File: src/rtl/ptc_sar_tracker.sv
// Phase-to-code controller: SAR acquisition of the delay-line code from the
// phase-detector decision, optional +/-1 LSB tracking with lock detection.
module ptc_sar_tracker #(
  parameter int WIDTH       = 10,
  parameter int COARSE_BITS = 4,
  parameter int SETTLE      = 4,
  parameter int LOCK_CNT    = 8
) (
  input  logic                      CLK_exit,
  input  logic                      rst_n,
  input  logic                      start,
  input  logic                      track_en,
  input  logic                      COMP,
  output logic                      Reset_PD,
  output logic [WIDTH-1:0]          Q,
  output logic [2**COARSE_BITS-1:0] T,
  output logic [2**COARSE_BITS-1:0] Tb,
  output logic                      busy,
  output logic                      done,
  output logic                      locked
);

  localparam int NT = 2**COARSE_BITS;
  localparam int PW = (WIDTH > 1) ? $clog2(WIDTH) : 1;
  localparam int SW = (SETTLE > 1) ? $clog2(SETTLE + 1) : 1;
  localparam int LW = $clog2(LOCK_CNT + 1);

  typedef enum logic [1:0] {IDLE, CLR, WAIT, EVAL} state_t;

  state_t            state, state_n;
  logic [WIDTH-1:0]  q, q_n;
  logic [PW-1:0]     ptr, ptr_n;
  logic [SW-1:0]     scnt, scnt_n;
  logic [LW-1:0]     rcnt, rcnt_n;
  logic              last_dir, last_dir_n;
  logic              first, first_n;     // next tracking EVAL only seeds last_dir
  logic              trk, trk_n;         // 0 = SAR mode, 1 = tracking mode
  logic              done_r, done_n;
  logic              lock_r, lock_n;

  always_ff @(posedge CLK_exit) begin
    if (!rst_n) begin
      state    <= IDLE;
      q        <= '0;
      ptr      <= '0;
      scnt     <= '0;
      rcnt     <= '0;
      last_dir <= 1'b0;
      first    <= 1'b0;
      trk      <= 1'b0;
      done_r   <= 1'b0;
      lock_r   <= 1'b0;
    end else begin
      state    <= state_n;
      q        <= q_n;
      ptr      <= ptr_n;
      scnt     <= scnt_n;
      rcnt     <= rcnt_n;
      last_dir <= last_dir_n;
      first    <= first_n;
      trk      <= trk_n;
      done_r   <= done_n;
      lock_r   <= lock_n;
    end
  end

  always_comb begin
    state_n    = state;
    q_n        = q;
    ptr_n      = ptr;
    scnt_n     = scnt;
    rcnt_n     = rcnt;
    last_dir_n = last_dir;
    first_n    = first;
    trk_n      = trk;
    done_n     = 1'b0;
    lock_n     = lock_r;
    case (state)
      IDLE: if (start) begin
        q_n            = '0;
        q_n[WIDTH-1]   = 1'b1;
        ptr_n          = PW'(WIDTH - 1);
        trk_n          = 1'b0;
        state_n        = CLR;
      end
      CLR: begin
        scnt_n  = '0;
        state_n = WAIT;
      end
      WAIT: begin
        scnt_n = scnt + SW'(1);
        if (scnt == SW'(SETTLE - 1)) state_n = EVAL;
      end
      EVAL: begin
        if (!trk) begin
          if (!COMP) q_n[ptr] = 1'b0;
          if (ptr != '0) begin
            q_n[ptr - PW'(1)] = 1'b1;
            ptr_n             = ptr - PW'(1);
            state_n           = CLR;
          end else begin
            done_n = 1'b1;
            if (track_en) begin
              trk_n   = 1'b1;
              first_n = 1'b1;
              rcnt_n  = '0;
              state_n = CLR;
            end else begin
              state_n = IDLE;
            end
          end
        end else if (!track_en) begin
          trk_n   = 1'b0;
          lock_n  = 1'b0;
          state_n = IDLE;
        end else begin
          // saturated steps still register as a direction for lock detection
          if (COMP) begin
            if (q != '1) q_n = q + WIDTH'(1);
          end else begin
            if (q != '0) q_n = q - WIDTH'(1);
          end
          last_dir_n = COMP;
          first_n    = 1'b0;
          if (!first) begin
            if (COMP != last_dir) begin
              if (rcnt != LW'(LOCK_CNT)) rcnt_n = rcnt + LW'(1);
              if (rcnt >= LW'(LOCK_CNT - 1)) lock_n = 1'b1;
            end else begin
              rcnt_n = '0;
              lock_n = 1'b0;
            end
          end
          state_n = CLR;
        end
      end
      default: state_n = IDLE;
    endcase
  end

  logic [COARSE_BITS-1:0] coarse;
  assign coarse = q[WIDTH-1 -: COARSE_BITS];

  for (genvar g = 0; g < NT; g++) begin : g_therm
    assign T[g] = (coarse > COARSE_BITS'(g));
  end

  assign Tb       = ~T;
  assign Q        = q;
  assign Reset_PD = (state == CLR);
  assign busy     = (state != IDLE);
  assign done     = done_r;
  assign locked   = lock_r;

endmodule

File: config.mk
export PLATFORM = sky130hd
export DESIGN_NAME = ptc_sar_tracker
export DESIGN_NICKNAME = d
export VERILOG_FILES = /design/src/rtl/ptc_sar_tracker.sv
export SDC_FILE = /design/constraint.sdc
export NUM_CORES = 1
export LEC_CHECK = 0
export CORE_MARGIN = 3
export CORE_UTILIZATION = 47
export DETAILED_ROUTE_END_ITERATION = 10
export MAX_ROUTING_LAYER = met4
export PLACE_DENSITY = 0.88
export SYNTH_ARGS = -nofsm -noshare
export SYNTH_HDL_FRONTEND = slang
export SYNTH_SLANG_ARGS = --single-unit
File: constraint.sdc
create_clock -name CLK_exit -period 2.3 [get_ports CLK_exit]
set_input_delay 0.345 -clock CLK_exit [delete_from_list [all_inputs] [get_ports CLK_exit]]
set_output_delay 0.345 -clock CLK_exit [all_outputs]
set_load 0.02 [all_outputs]
==> impl_metrics.tcl, run 1 <==
set metrics [dict create \
    cts_buffers 3 \
    fin_tns_setup_ps 0 \
    drt-initial-drc-count 275 \
    syn_inst 304 \
    ctsRootBufferMaster "clkbuf_8" \
    cp.required_ps 1960 \
    routed_wl_mm 7.06 \
    vias_per_cell 6.01 \
    drt_pass1_iterations 6 \
    worst_ep_arrival_time_ps 1880 \
    drive_gt1_frac 0.151 \
    min_period_ps 2230 \
    drc_errors 0 \
    wire_per_inst_um 16.4 \
    synthesis.nets 333 \
    ys_seq_area_frac 0.237 \
    finalCritPeriodShare 0.969 \
    p_leak_nw 1.31 \
    path_cells "buf_4 > o21ai_0 > inv_1 > o21ai_0 > clkdlybuf4s50_1" \
    rows 25 \
    crit_slowest_cell "clkdlybuf4s50_1" \
    slew_viol_final 0 \
    drtAntennaViolNets 0 \
    yosysWarnings 0 \
    grt_max_degree 17 \
    cp_max_fo 7 \
    rsz0062_at_grt "no" \
    hold_depth 2 \
    worstRegToRegCells 5 \
    holdCritPathClass "register to register" \
    stdcell_area_um2 3180 \
    fmax_mhz 449 \
    port_buffers 48 \
    vias 2591 \
    die_width_um 76.9 \
    first_global_vias 2519 \
    hold_viol 0 \
    rrSetupSlack_ps 150 \
    io_pins 51 \
    cp-start-kind "register" \
    die_area_um2 5910 \
    clock_skew_ps 11.1 \
    ys_types 57 \
    cts_sinks 28 \
    dieHeight_um 76.9 \
    area_delta_synth_final_pct 34.7 \
    grt_pass1_wl_mm 11.8 \
    grt_use_total 0.247 \
    hold_start "scnt[1]" \
    holdWs_ps 481 \
    syn_area_um2 2360 \
    synth-async-reset-ratio 0 \
    clock_latency_ps 290 \
    synth_area_per_cell_um2 7.77 \
    reg2reg_from "Q[6]" \
    overflow 0 \
    utilization 0.665 \
    antennaDiodeCount 0 \
    clk_pin_slew_ps 100 \
    gp_congestion 1.01 \
    outcome "completed" \
    start_util 0.494 \
    ys_ff_latch 28 \
    cp-end-kind "output pin" \
    crit_type "register to output pin" \
    htree_levels 1 \
    layout.nets 394 \
    irDropWorstVdd_uv 774 \
    crit_top_cell "o21ai_0" \
    cellPowerDensity_nw_per_um2 855 \
    postPlaceCellArea_um2 3020 \
    hold_path_end "scnt[1]" \
    cts_tree "yes" \
    antenna_found_initial 0 \
    drv_cap 0 \
    synthFlopType "dfxtp_1" \
    critPathMaxStageDelay_ps 650 \
    mostFrequentLayoutCell "clkdlybuf4s50_1" \
    coreArea_um2 4790 \
    clockBufferDepth 2 \
    setup_violations 0 \
    dp_hpwl_mm 5.08 \
    worstReg2RegEnd "Q[0]" \
    p_total_w 0.00272 \
    final_cell_mix "clkdlybuf4s50_1, inv_1, a21oi_1" \
    synth_edf_count 0 \
]
## stage by stage
step           std cells  worst slack, ps
2_1_floorplan        304            -5.02
3_3_place_gp         426             -395
3_5_place_dp         426             -505
4_1_cts              431             9.23
5_1_grt              431             6.10
6_report             431             70.8
## worst max path at each step
stage	start	endpoint	slack [ps]
finish	Q[7]	Tb[10]	70
global route	Q[7]	Tb[10]	6
CTS	ptr[1]	rcnt[3]	9
detailed placement	COMP	Q[9]	-500
global placement	COMP	Q[5]	-390
floorplan	COMP	Q[5]	-5
## state kept, by name (all words and copies together), names as in the netlist
signal    cells
Q            10
done          1
first         1
last_dir      1
locked        1
ptr           4
rcnt          4
scnt          3
state         2
trk           1
## power breakdown
group / total [W] / leakage [nW] / switching, W / internal, W
sequential: 0.000611 / 0.228 / 0.0000735 / 0.000537
clock: 0.000408 / 0.0357 / 0.000175 / 0.000233
combinational: 0.00170 / 1.04 / 0.000953 / 0.000747
total: 0.00272 / 1.31 / 0.00120 / 0.00152
## cells by family after synthesis
kind of cell	share of synthesized area
AO/OA/AOI/OAI	0.255
XOR/XNOR	0.0260
adder cells (fa/ha/maj)	0.130
buffers and inverters	0.0937
flip-flops	0.237
multiplexers	0.0312
other	0.00318
AND/OR/NAND/NOR	0.223
## repair_timing
action	CTS	global route
setup buffers	1	0
pin swaps	2	0
gates resized for setup	10	3
gates cloned	0	0
hold buffers	0	0
endpoints found under the setup margin	4	5
## per-layer routing
layer,routed length [um],GRT usage
met5,0,-
met4,242,0.0906
met3,535,0.0575
met2,3500,0.419
met1,2780,0.283
## worst max-delay path, delay by kind of cell, from the launching register on
kind | cells | cell delay [ps]
flops | 1 | 390
buf+inv | 3 | 900
compound gates | 2 | 310
## synth_stat cells, types with 4 or more instances
cell      instances  area [um^2]
a32o_1            5         50.1
nand3_1          10         50.1
dfxtp_1          28          561
ha_1             23          288
nor3_1            4         20.0
clkbuf_1          8         30.0
xnor2_1           4         35.0
and3_1            5         31.3
o21ai_0          18         90.1
a221o_1           4         40.0
inv_1            32          120
nor2_1           16         60.1
nand2_1          22         82.6
nand4_1           7         43.8
or3_1             4         25.0
nand2b_1          6         37.5
mux2i_1           4         40.0
a21oi_1          28          140
## layout make-up
class	instances	area [um^2]
clock buffer	3	41.3
clock inverter	1	30.0
fill	393	1600
inverter	34	131
multi-input combinational	226	1650
sequential	28	563
tap	67	83.8
timing repair buffer	72	678
Note: power is estimated with default switching activity, not from simulation.
==> inputs of run 2 (changes only) <==
--- a/config.mk
+++ b/config.mk
@@ -7,7 +7,9 @@
 export LEC_CHECK = 0
 export CORE_MARGIN = 3
 export CORE_UTILIZATION = 47
+export CTS_CLUSTER_SIZE = 14
 export DETAILED_ROUTE_END_ITERATION = 10
+export GPL_TIMING_DRIVEN = 1
 export MAX_ROUTING_LAYER = met4
 export PLACE_DENSITY = 0.88
 export SYNTH_ARGS = -nofsm -noshare
==> constraint.sdc (replaced) <==
create_clock -name CLK_exit -period 1.8 [get_ports CLK_exit]
set_input_delay 0.27 -clock CLK_exit [delete_from_list [all_inputs] [get_ports CLK_exit]]
set_output_delay 0.27 -clock CLK_exit [all_outputs]
set_load 0.02 [all_outputs]
==> impl_metrics.tcl, run 2 (same netlist as run 1, synthesis figures left out) <==
set metrics [dict create \
    drt-initial-drc-count 431 \
    outcome "finished with violations" \
    vias 3029 \
    min_period_ps 2260 \
    cp.required_ps 2000 \
    rsz0062_at_grt "yes" \
    drt_pass1_iterations 7 \
    p_leak_nw 1.63 \
    overflow 0 \
    drv_cap 0 \
    grt_max_degree 20 \
    port_buffers 48 \
    worstReg2RegEnd "Q[6]" \
    holdCritPathClass "input port to register" \
    critPathMaxStageDelay_ps 490 \
    die_area_um2 5910 \
    cts_sinks 28 \
    dp_hpwl_mm 5.27 \
    clock_latency_ps 300 \
    worstRegToRegCells 7 \
    cts_buffers 3 \
    mostFrequentLayoutCell "buf_4" \
    multi_input_area_um2 1810 \
    cellPowerDensity_nw_per_um2 1020 \
    hold_start "COMP" \
    hold_depth 4 \
    gp_congestion 1.05 \
    coreArea_um2 4790 \
    fin_ws_ps -461 \
    setup_violations 10 \
    io_pins 51 \
    drtAntennaViolNets 0 \
    drive_gt1_frac 0.346 \
    holdWs_ps 407 \
    drc_errors 0 \
    die_width_um 76.9 \
    fmax_mhz 442 \
    instances_no_fill 474 \
    largest_reg_flops 10 \
    cp-start-kind "register" \
    clockBufferDepth 2 \
    final_cell_mix "buf_4, inv_1, nand2_1" \
    vias_per_cell 6.39 \
    cp-endpoint "Q[6]" \
    dp.cells 455 \
    rrSetupSlack_ps -460 \
    irDropWorstVdd_uv 567 \
    wire_per_inst_um 19.9 \
    area_delta_synth_final_pct 56.4 \
    critPathBufInv 1 \
    relSlewSlack 0.633 \
    cp_max_fo 4 \
    slew_viol_final 0 \
    path_depth 7 \
    violations "setup timing" \
    antenna_found_initial 0 \
    grt_use_total 0.283 \
    worst_pin_slew_ps 546 \
    cp_top_family "compound AO/OA/AOI/OAI gates" \
    antennaDiodeCount 0 \
    crit_type "register to register" \
    cp-end-kind "register" \
    htree_levels 1 \
    cts_tree "yes" \
    layout.nets 437 \
    path_cells "fa_2 > a21oi_4 > buf_4 > o2111ai_1 > xnor2_1 > a21oi_2 > a22o_1" \
    clock_skew_ps 4.80 \
    n_fill_cell 296 \
    layout.area.seq_um2 593 \
    routed_wl_mm 9.43 \
    reg2reg_from "Q[1]" \
    finalCritPeriodShare 1.26 \
    rows 25 \
    worst_ep_arrival_time_ps 2460 \
    first_global_vias 2801 \
    hold_viol 0 \
    cp-startpoint "Q[1]" \
    crit_slowest_cell "xnor2_1" \
    grt_pass1_wl_mm 13.4 \
    start_util 0.494 \
    dieHeight_um 76.9 \
    clk_pin_slew_ps 110 \
    ctsRootBufferMaster "clkbuf_8" \
]
## run 2: cell count changes in the layout (fill, tap and decap cells not counted), moves of 5 or more
| cell | previous run | this run |
|---|---|---|
| clkdlybuf4s50_1 | 46 | 18 |
| clkbuf_2 | 0 | 5 |
| a21oi_1 | 27 | 21 |
| dlygate4sd2_1 | 1 | 19 |
| dfxtp_1 | 26 | 14 |
| dfxtp_2 | 2 | 8 |
| dfxtp_4 | 0 | 6 |
| buf_4 | 22 | 61 |
| o21ai_0 | 16 | 11 |
## run 2: per-stage QoR
step | cell area, um^2 | setup WS (ps) | util | total power, W | setup TNS [ps]
6_report | 3690 | -461 | 0.772 | 0.00378 | -1850
3_3_place_gp | 3330 | -876 | 0.696 | 0.00309 | -8040
5_1_grt | 3690 | -437 | 0.772 | 0.00396 | -2360
4_1_cts | 3560 | -141 | 0.744 | 0.00356 | -212
3_5_place_dp | 3330 | -941 | 0.696 | 0.00316 | -8540
2_1_floorplan | 2470 | -314 | - | 0.00215 | -2310
## run 2: per-layer routing
metal  up-vias  track usage  routed length (um)
met3        98       0.0540                1000
met2       256        0.477                4290
met1      1370        0.311                3410
met5         -            -                   0
li1       1305            -                   -
met4         0        0.161                 729
## run 2: what timing repair did
action,4_1_cts,5_1_grt
cloned,2,0
pin swaps,10,18
endpoints found under the hold margin,0,0
setup buffers,7,6
gates resized for setup,59,34
hold buffers,0,0
endpoints found under the setup margin,38,26
## run 2: power breakdown
part / internal (W) / switching, W / leakage [nW]
logic: 0.00109 / 0.00142 / 1.36
clock network: 0.000244 / 0.000241 / 0.0339
registers: 0.000686 / 0.000100 / 0.235
## run 2: layout make-up
| cell class | instances | share of cell area |
|---|---|---|
| multi-input combinational | 227 | 0.491 |
| clock buffer | 4 | 0.0179 |
| tap | 67 | 0.0227 |
| inverter | 34 | 0.0369 |
| sequential | 28 | 0.161 |
| timing repair buffer | 114 | 0.271 |
## run 2: worst min-delay path by stage
stage | to | slack, ps
floorplan | first | 390
global placement | scnt[1] | 460
detailed placement | scnt[1] | 490
CTS | last_dir | 400
global route | last_dir | 410
finish | last_dir | 410
## run 2: tightest hold or removal path: stages
cell     delay (ps)
buf_8            80
buf_4           160
mux2i_1          80
nor2_1           70
==> inputs of run 3 (changes only) <==
--- a/config.mk
+++ b/config.mk
@@ -5,7 +5,6 @@
 export SDC_FILE = /design/constraint.sdc
 export NUM_CORES = 1
 export LEC_CHECK = 0
-export CORE_MARGIN = 3
 export CORE_UTILIZATION = 47
 export CTS_CLUSTER_SIZE = 14
 export DETAILED_ROUTE_END_ITERATION = 10
@@ -15,3 +14,4 @@
 export SYNTH_ARGS = -nofsm -noshare
 export SYNTH_HDL_FRONTEND = slang
 export SYNTH_SLANG_ARGS = --single-unit
+export TNS_END_PERCENT = 50
==> impl_metrics.tcl, run 3 (same netlist as run 1, synthesis figures left out) <==
set metrics [dict create \
    cp_max_fo 5 \
    area_delta_synth_final_pct 53.5 \
    die_width_um 72.9 \
    violations "setup timing" \
    p_leak_nw 1.64 \
    drtAntennaViolNets 0 \
    io_pins 51 \
    ctsRootBufferMaster "clkbuf_8" \
    vias_per_cell 5.79 \
    port_buffers 48 \
    crit_type "input port to register" \
    cts_sinks 28 \
    largest_reg_flops 10 \
    fmax_mhz 533 \
    clock_latency_ps 280 \
    drt_pass1_iterations 5 \
    grt_pass1_wl_mm 11.9 \
    cp.required_ps 1990 \
    dieHeight_um 72.9 \
    clockBufferDepth 2 \
    gp_congestion 0.929 \
    outcome "finished with violations" \
    start_util 0.494 \
    drt-initial-drc-count 190 \
    n_fill_cell 353 \
    die_area_um2 5310 \
    vias 2779 \
    holdWs_ps 389 \
    clk_pin_slew_ps 110 \
    cts_tree "yes" \
    routed_wl_mm 7.73 \
    hold_viol 0 \
    drc_errors 0 \
    drv_cap 0 \
    layout.nets 443 \
    rsz0062_at_grt "yes" \
    antenna_found_initial 0 \
    slew_viol_final 0 \
    first_global_vias 2636 \
    fin_ws_ps -74.8 \
    dp_hpwl_mm 5.44 \
    final_cell_mix "buf_4, inv_1, a21oi_1" \
    htree_levels 1 \
    irDropWorstVdd_uv 1090 \
    drive_gt1_frac 0.332 \
    antennaDiodeCount 0 \
    utilization 0.758 \
    clock_skew_ps 5.86 \
    cellPowerDensity_nw_per_um2 1010 \
    wire_per_inst_um 16.1 \
    cp-start-kind "input port" \
    min_period_ps 1870 \
    grt_use_total 0.290 \
    rows 25 \
    grt_max_degree 20 \
    overflow 0 \
    rrSetupSlack_ps -60 \
    mostFrequentLayoutCell "buf_4" \
    holdCritPathClass "input port to register" \
    cts_buffers 3 \
    setup_violations 7 \
    cp-end-kind "register" \
    finalCritPeriodShare 1.04 \
    fin_tns_setup_ps -276 \
    worst_ep_arrival_time_ps 2060 \
    coreArea_um2 4790 \
]
## run 3: path summary, 6_finish.rpt
| kind | end | start | cells past startpoint |
|---|---|---|---|
| setup / recovery | Q[8] | COMP | 9 |
| hold / removal | last_dir | COMP | 4 |
| hold reg to reg | scnt[1] | scnt[1] | 2 |
| setup reg to reg | Q[9] | Q[1] | 6 |
## run 3: timing repair
item / 4_1_cts / 5_1_grt
resized for setup: 55 / 31
gates cloned: 1 / 0
endpoints found under the setup margin: 44 / 27
pin swaps: 10 / 12
hold buffers: 0 / 0
setup buffers: 6 / 4
hold endpoints to repair: 0 / 0
## run 3: power by group
part | internal (W) | leakage [nW] | switching [W] | total, W
logic | 0.00108 | 1.37 | 0.00133 | 0.00241
clock network | 0.000243 | 0.0339 | 0.000218 | 0.000461
registers | 0.000688 | 0.234 | 0.0000962 | 0.000784
total | 0.00201 | 1.64 | 0.00165 | 0.00365
## run 3: area by class of cell
type	instances	area, um^2	share of cell area
timing repair buffer	120	993	0.274
sequential	28	587	0.162
inverter	34	136	0.0376
clock buffer	4	66.3	0.0183
tap	67	83.8	0.0231
multi-input combinational	227	1760	0.485
## run 3: per-layer routing
layer,global-route usage,vias up,share of wire
met5,-,-,0
met3,0.0428,23,0.054
li1,-,1314,-
met1,0.352,1332,0.41
met4,0.0893,0,0.029
met2,0.495,110,0.51
## run 3: worst max-delay path, stage by stage
cell,delay (ps)
buf_6,80
clkinvlp_4,150
buf_6,170
fa_2,410
a21oi_4,170
o2111ai_2,150
o211ai_1,130
mux2_4,320
a32o_1,210
## run 3: metrics by stage
stage	total power [W]	worst slack (ps)	instance area, um^2	cells
2_1_floorplan	0.00212	-314	2440	304
3_3_place_gp	0.00307	-866	3370	465
3_5_place_dp	0.00314	-946	3370	465
4_1_cts	0.00352	-105	3510	476
5_1_grt	0.00386	-137	3630	480
6_report	0.00365	-74.8	3630	480
==> RTL edit 1, RTL diff (config.mk and constraints of run 1) <==
`WIDTH`: 10 -> 12.
--- a/src/rtl/ptc_sar_tracker.sv
+++ b/src/rtl/ptc_sar_tracker.sv
@@ -1,7 +1,7 @@
 // Phase-to-code controller: SAR acquisition of the delay-line code from the
 // phase-detector decision, optional +/-1 LSB tracking with lock detection.
 module ptc_sar_tracker #(
-  parameter int WIDTH       = 10,
+  parameter int WIDTH       = 12,
   parameter int COARSE_BITS = 4,
   parameter int SETTLE      = 4,
   parameter int LOCK_CNT    = 8
Ports: changed (resized Q); port bits go from 51 to 53. No check against the original RTL was run, so the function may have changed too.
==> RTL edit 1 against run 1 <==
  * Clock skew decreased by 0.0074 ns
  * Design area increased by 14%
  * Area after synthesis increased by 11%
  * Total power increased by 23%
  * Setup slack improved by 0.028 ns
  * Clock power increased by 10%
  * Via count increased by 17%
  * Sequential cell count increased by 2
  * Routed wire length increased by 16%
  * Critical endpoint is now Tb[8]
  * Non-clock buffer count increased by 19
  * Global-route usage increased by 1.2 points
==> RTL edit 1: results <==
run_status:
  outcome: "finished clean"
global_route:
  grt_max_degree: 22
  global_route.usage.total_pct: 25.9
  first_global_vias: 2922
  wire_length_of_the_first_global_routing_pass_um: 13100
synthesis:
  yosysWarningCount: 0
  synthesized_area_fraction_occupied_by_adder_cells_pct: 11.7
  synth_seq_area_share_pct: 22.9
  top_cells_by_instance_count_after_synthesis: "34 x sky130_fd_sc_hd__inv_1, 31 x sky130_fd_sc_hd__nor2_1, 30 x sky130_fd_sc_hd__dfxtp_1, 27 x sky130_fd_sc_hd__nand2_1, 24 x sky130_fd_sc_hd__a21oi_1"
  synth_area_leaders: "sky130_fd_sc_hd__dfxtp_1 23%, sky130_fd_sc_hd__ha_1 11%, sky130_fd_sc_hd__inv_1 4.9%, sky130_fd_sc_hd__a21oi_1 4.6%, sky130_fd_sc_hd__nor2_1 4.4%"
  postSynthCellCount: 349
  synth_area_leader_cell: "sky130_fd_sc_hd__dfxtp_1"
  post_synth_mux_area_share_pct: 2.00
  yosys.area_share.xor_xnor_pct: 2.00
  synth.net_count: 378
  synth_cell_type_count: 65
  synthesized_area_fraction_occupied_by_ao_oa_aoi_and_oai_cells_pct: 27.7
place:
  dp_slack_ns: -0.394
  place.gp.congestion: 0.897
  dp_hpwl_um: 6080
  port_buffers: 50
  placement.cell_area_sq_mm: 0.00338
  place_inst: 487
pwr:
  power_combinational_w: 0.00222
  power_per_cell_area_mw_per_mm2: 917
  leakage_nw: 1.55
  seq-power_w: 0.000670
  netSwitchingFraction_pct: 46.3
  vdd.ir_drop.worst_mv: 0.589
sta:
  worst_hold_slack_ns: 0.484
  fin_skew_ns: 0.00365
  max_slew.worst_pin.slew_ns: 0.562
  min_period_ns: 2.20
routing:
  routedWlPerCell_um: 16.5
  drt-pass1-iter-count: 5
  post_drt_via_cell_ratio: 6.11
  drt_iter0_drc: 289
clock_tree:
  reg_clk_slew_reported_paths_ns: 0.07
  postCtsSetupRepairBufs: 0
  numCtsBuffers: 5
  cts_resized: 13
  cts-htree-levels: 2
final_layout:
  finalNonFillerCells: 496
  final_layout_size_suffix_gt1_share_pct: 20.2
  flip_flop_count_of_the_largest_register_all_copies_and_words_added: 12
  n_fill_cell: 428
  nNetsFinal: 454
  register_area_sq_um: 602
worst_setup_path:
  critical_path_arrival_ns: 1.86
  worst-path-max-fanout: 6
  worst_path_max_delay_cell: "sky130_fd_sc_hd__dlygate4sd2_1"
  r2r-start: "ptr[0]"
  setup.worst_path.start: "Q[8]"
  register_to_register_path_depth: 8
  max_incr_delay_on_cp_ns: 0.40
  critical_r2r_capture: "Q[8]"
  crit_end: "Tb[8]"
[RTL edit 1: cell count changes after synthesis, moves of 5 or more]
cell,change
sky130_fd_sc_hd__nand3_1,+9
sky130_fd_sc_hd__nand2_1,+5
sky130_fd_sc_hd__nor2_1,+15
sky130_fd_sc_hd__o21ai_0,+5
sky130_fd_sc_hd__a221oi_1,+5
[RTL edit 1: layout make-up]
| cell class | count | area share, % |
|---|---|---|
| Clock buffer | 6 | 2.27 |
| Timing Repair Buffer | 91 | 23.0 |
| Multi-Input combinational cell | 263 | 51.9 |
| Tap cell | 70 | 2.41 |
| Sequential cell | 30 | 16.5 |
| Clock inverter | 2 | 0.344 |
| Inverter | 34 | 3.51 |
[RTL edit 1: routing by layer]
layer	up-vias	part of all wire [%]	track usage, %
met5	-	0	-
met4	0	2.3	9.80
met3	29	7.5	5.76
met2	140	51	44.0
met1	1437	39	29.7
li1	1425	-	-
==> RTL edit 2, RTL diff (settings of run 1) <==
Made on the original files. Reset style: asynchronous (`rst_n`), changed in one clocked block.
--- a/src/rtl/ptc_sar_tracker.sv
+++ b/src/rtl/ptc_sar_tracker.sv
@@ -38,7 +38,7 @@
   logic              done_r, done_n;
   logic              lock_r, lock_n;
 
-  always_ff @(posedge CLK_exit) begin
+  always_ff @(posedge CLK_exit or negedge rst_n) begin
     if (!rst_n) begin
       state    <= IDLE;
       q        <= '0;
Function: differs if rst_n is asserted again (counterexample within 4 cycles, from zero or initial values and one cycle with rst_n low); with rst_n held inactive, the same outputs for 10 cycles.
==> RTL edit 2 against run 1 <==
  * Die area grew 1.0%
  * Sequential cell count is the same
  * Routed wire length shrank 6.1%
  * Global-route usage shrank 1.7 points
  * Design area grew 3.6%
  * Setup slack lost 0.021 ns
  * Area after synthesis grew 1.1%
Power is not compared: it rests on default switching activity, and its combinational part moved more than twofold at a synthesized area within 25%.
==> RTL edit 2: results <==
clock_tree:
  cts_resized: 7
  postCtsSetupRepairBufs: 0
routing:
  drt-pass1-iter-count: 4
  via_count: 2525
  drt_iter0_drc: 239
  met2_wirelength_um: 3270
  post_drt_via_cell_ratio: 5.67
  totalWireLength_um: 6630
  met1Wirelength_um: 2720
global_route:
  gr-usage-met1_pct: 27.5
  first_global_vias: 2421
  grt_max_degree: 29
  global_route.usage.met3_pct: 3.29
  global_route.usage.total_pct: 23.0
  grt_util_met2_pct: 39.9
worst_setup_path:
  worst_path_max_delay_cell: "sky130_fd_sc_hd__dfrtp_2"
  critical_r2r_capture: "Q[9]"
  register_to_register_path_depth: 7
  setup.worst_path.start: "Q[1]"
  cp_class: "reg2reg"
  worst-path-max-fanout: 2
synthesis:
  top_cells_by_instance_count_after_synthesis: "32 x sky130_fd_sc_hd__nand2_1, 31 x sky130_fd_sc_hd__o21ai_0, 28 x sky130_fd_sc_hd__dfrtp_1, 28 x sky130_fd_sc_hd__inv_1, 22 x sky130_fd_sc_hd__ha_1"
  synth-main-ff-cell: "sky130_fd_sc_hd__dfrtp_1"
  avgSynthCellArea_sq_um: 7.96
  synth.net_count: 328
  postSynth.asyncResetShare_pct: 100
floorplanning:
  core_region_area_sq_mm: 0.00482
place:
  place.gp.congestion: 0.952
  placement.cell_area_sq_mm: 0.00317
  dp_hpwl_um: 5080
  dp_slack_ns: -0.556
  place_inst: 439
final_layout:
  n_all_inverters: 30
  buf_share_pct: 24.3
  num-nonclk-buffers: 90
  n_fill_cell: 383
  clock_tree_area_fraction_pct: 2.16
  register_area_sq_um: 706
  multi_input_gate_area_sq_mm: 0.00152
  final_layout_size_suffix_gt1_share_pct: 17.5
run_status:
  outcome: "finished clean"
sta:
  fin_ws_ns: 0.0501
worst_hold_path:
  min_path_type: "in2async"
-- RTL edit 2: kinds of logic (layout without fill, tap and decap cells) --
kind of cell / count (synthesis) / in the layout / share of synthesized area (%)
buffers and inverters: 46 / 124 / 8.54
adder cells (fa/ha/maj): 23 / 23 / 12.4
other: 2 / 2 / 0.314
AND/OR/NAND/NOR: 95 / 95 / 19.1
XOR/XNOR: 6 / 6 / 2.20
multiplexers: 1 / 1 / 0.471
AO/OA/AOI/OAI: 99 / 99 / 27.7
flip-flops: 28 / 28 / 29.3
-- RTL edit 2: power breakdown --
part | internal [W] | switching [W] | total [W]
Sequential | 0.000659 | 0.000215 | 0.000874
Combinational | 0.00152 | 0.00192 | 0.00344
Clock | 0.000233 | 0.000157 | 0.000390
Total | 0.00242 | 0.00229 | 0.00471
-- RTL edit 2: stage by stage --
stage	hold slack (ns)	util, %
after floorplan	0.0494	-
after global placement	0.482	65.8
after detailed placement	0.489	65.8
after CTS	0.451	67.2
after global routing	0.468	68.4
final	0.436	68.4
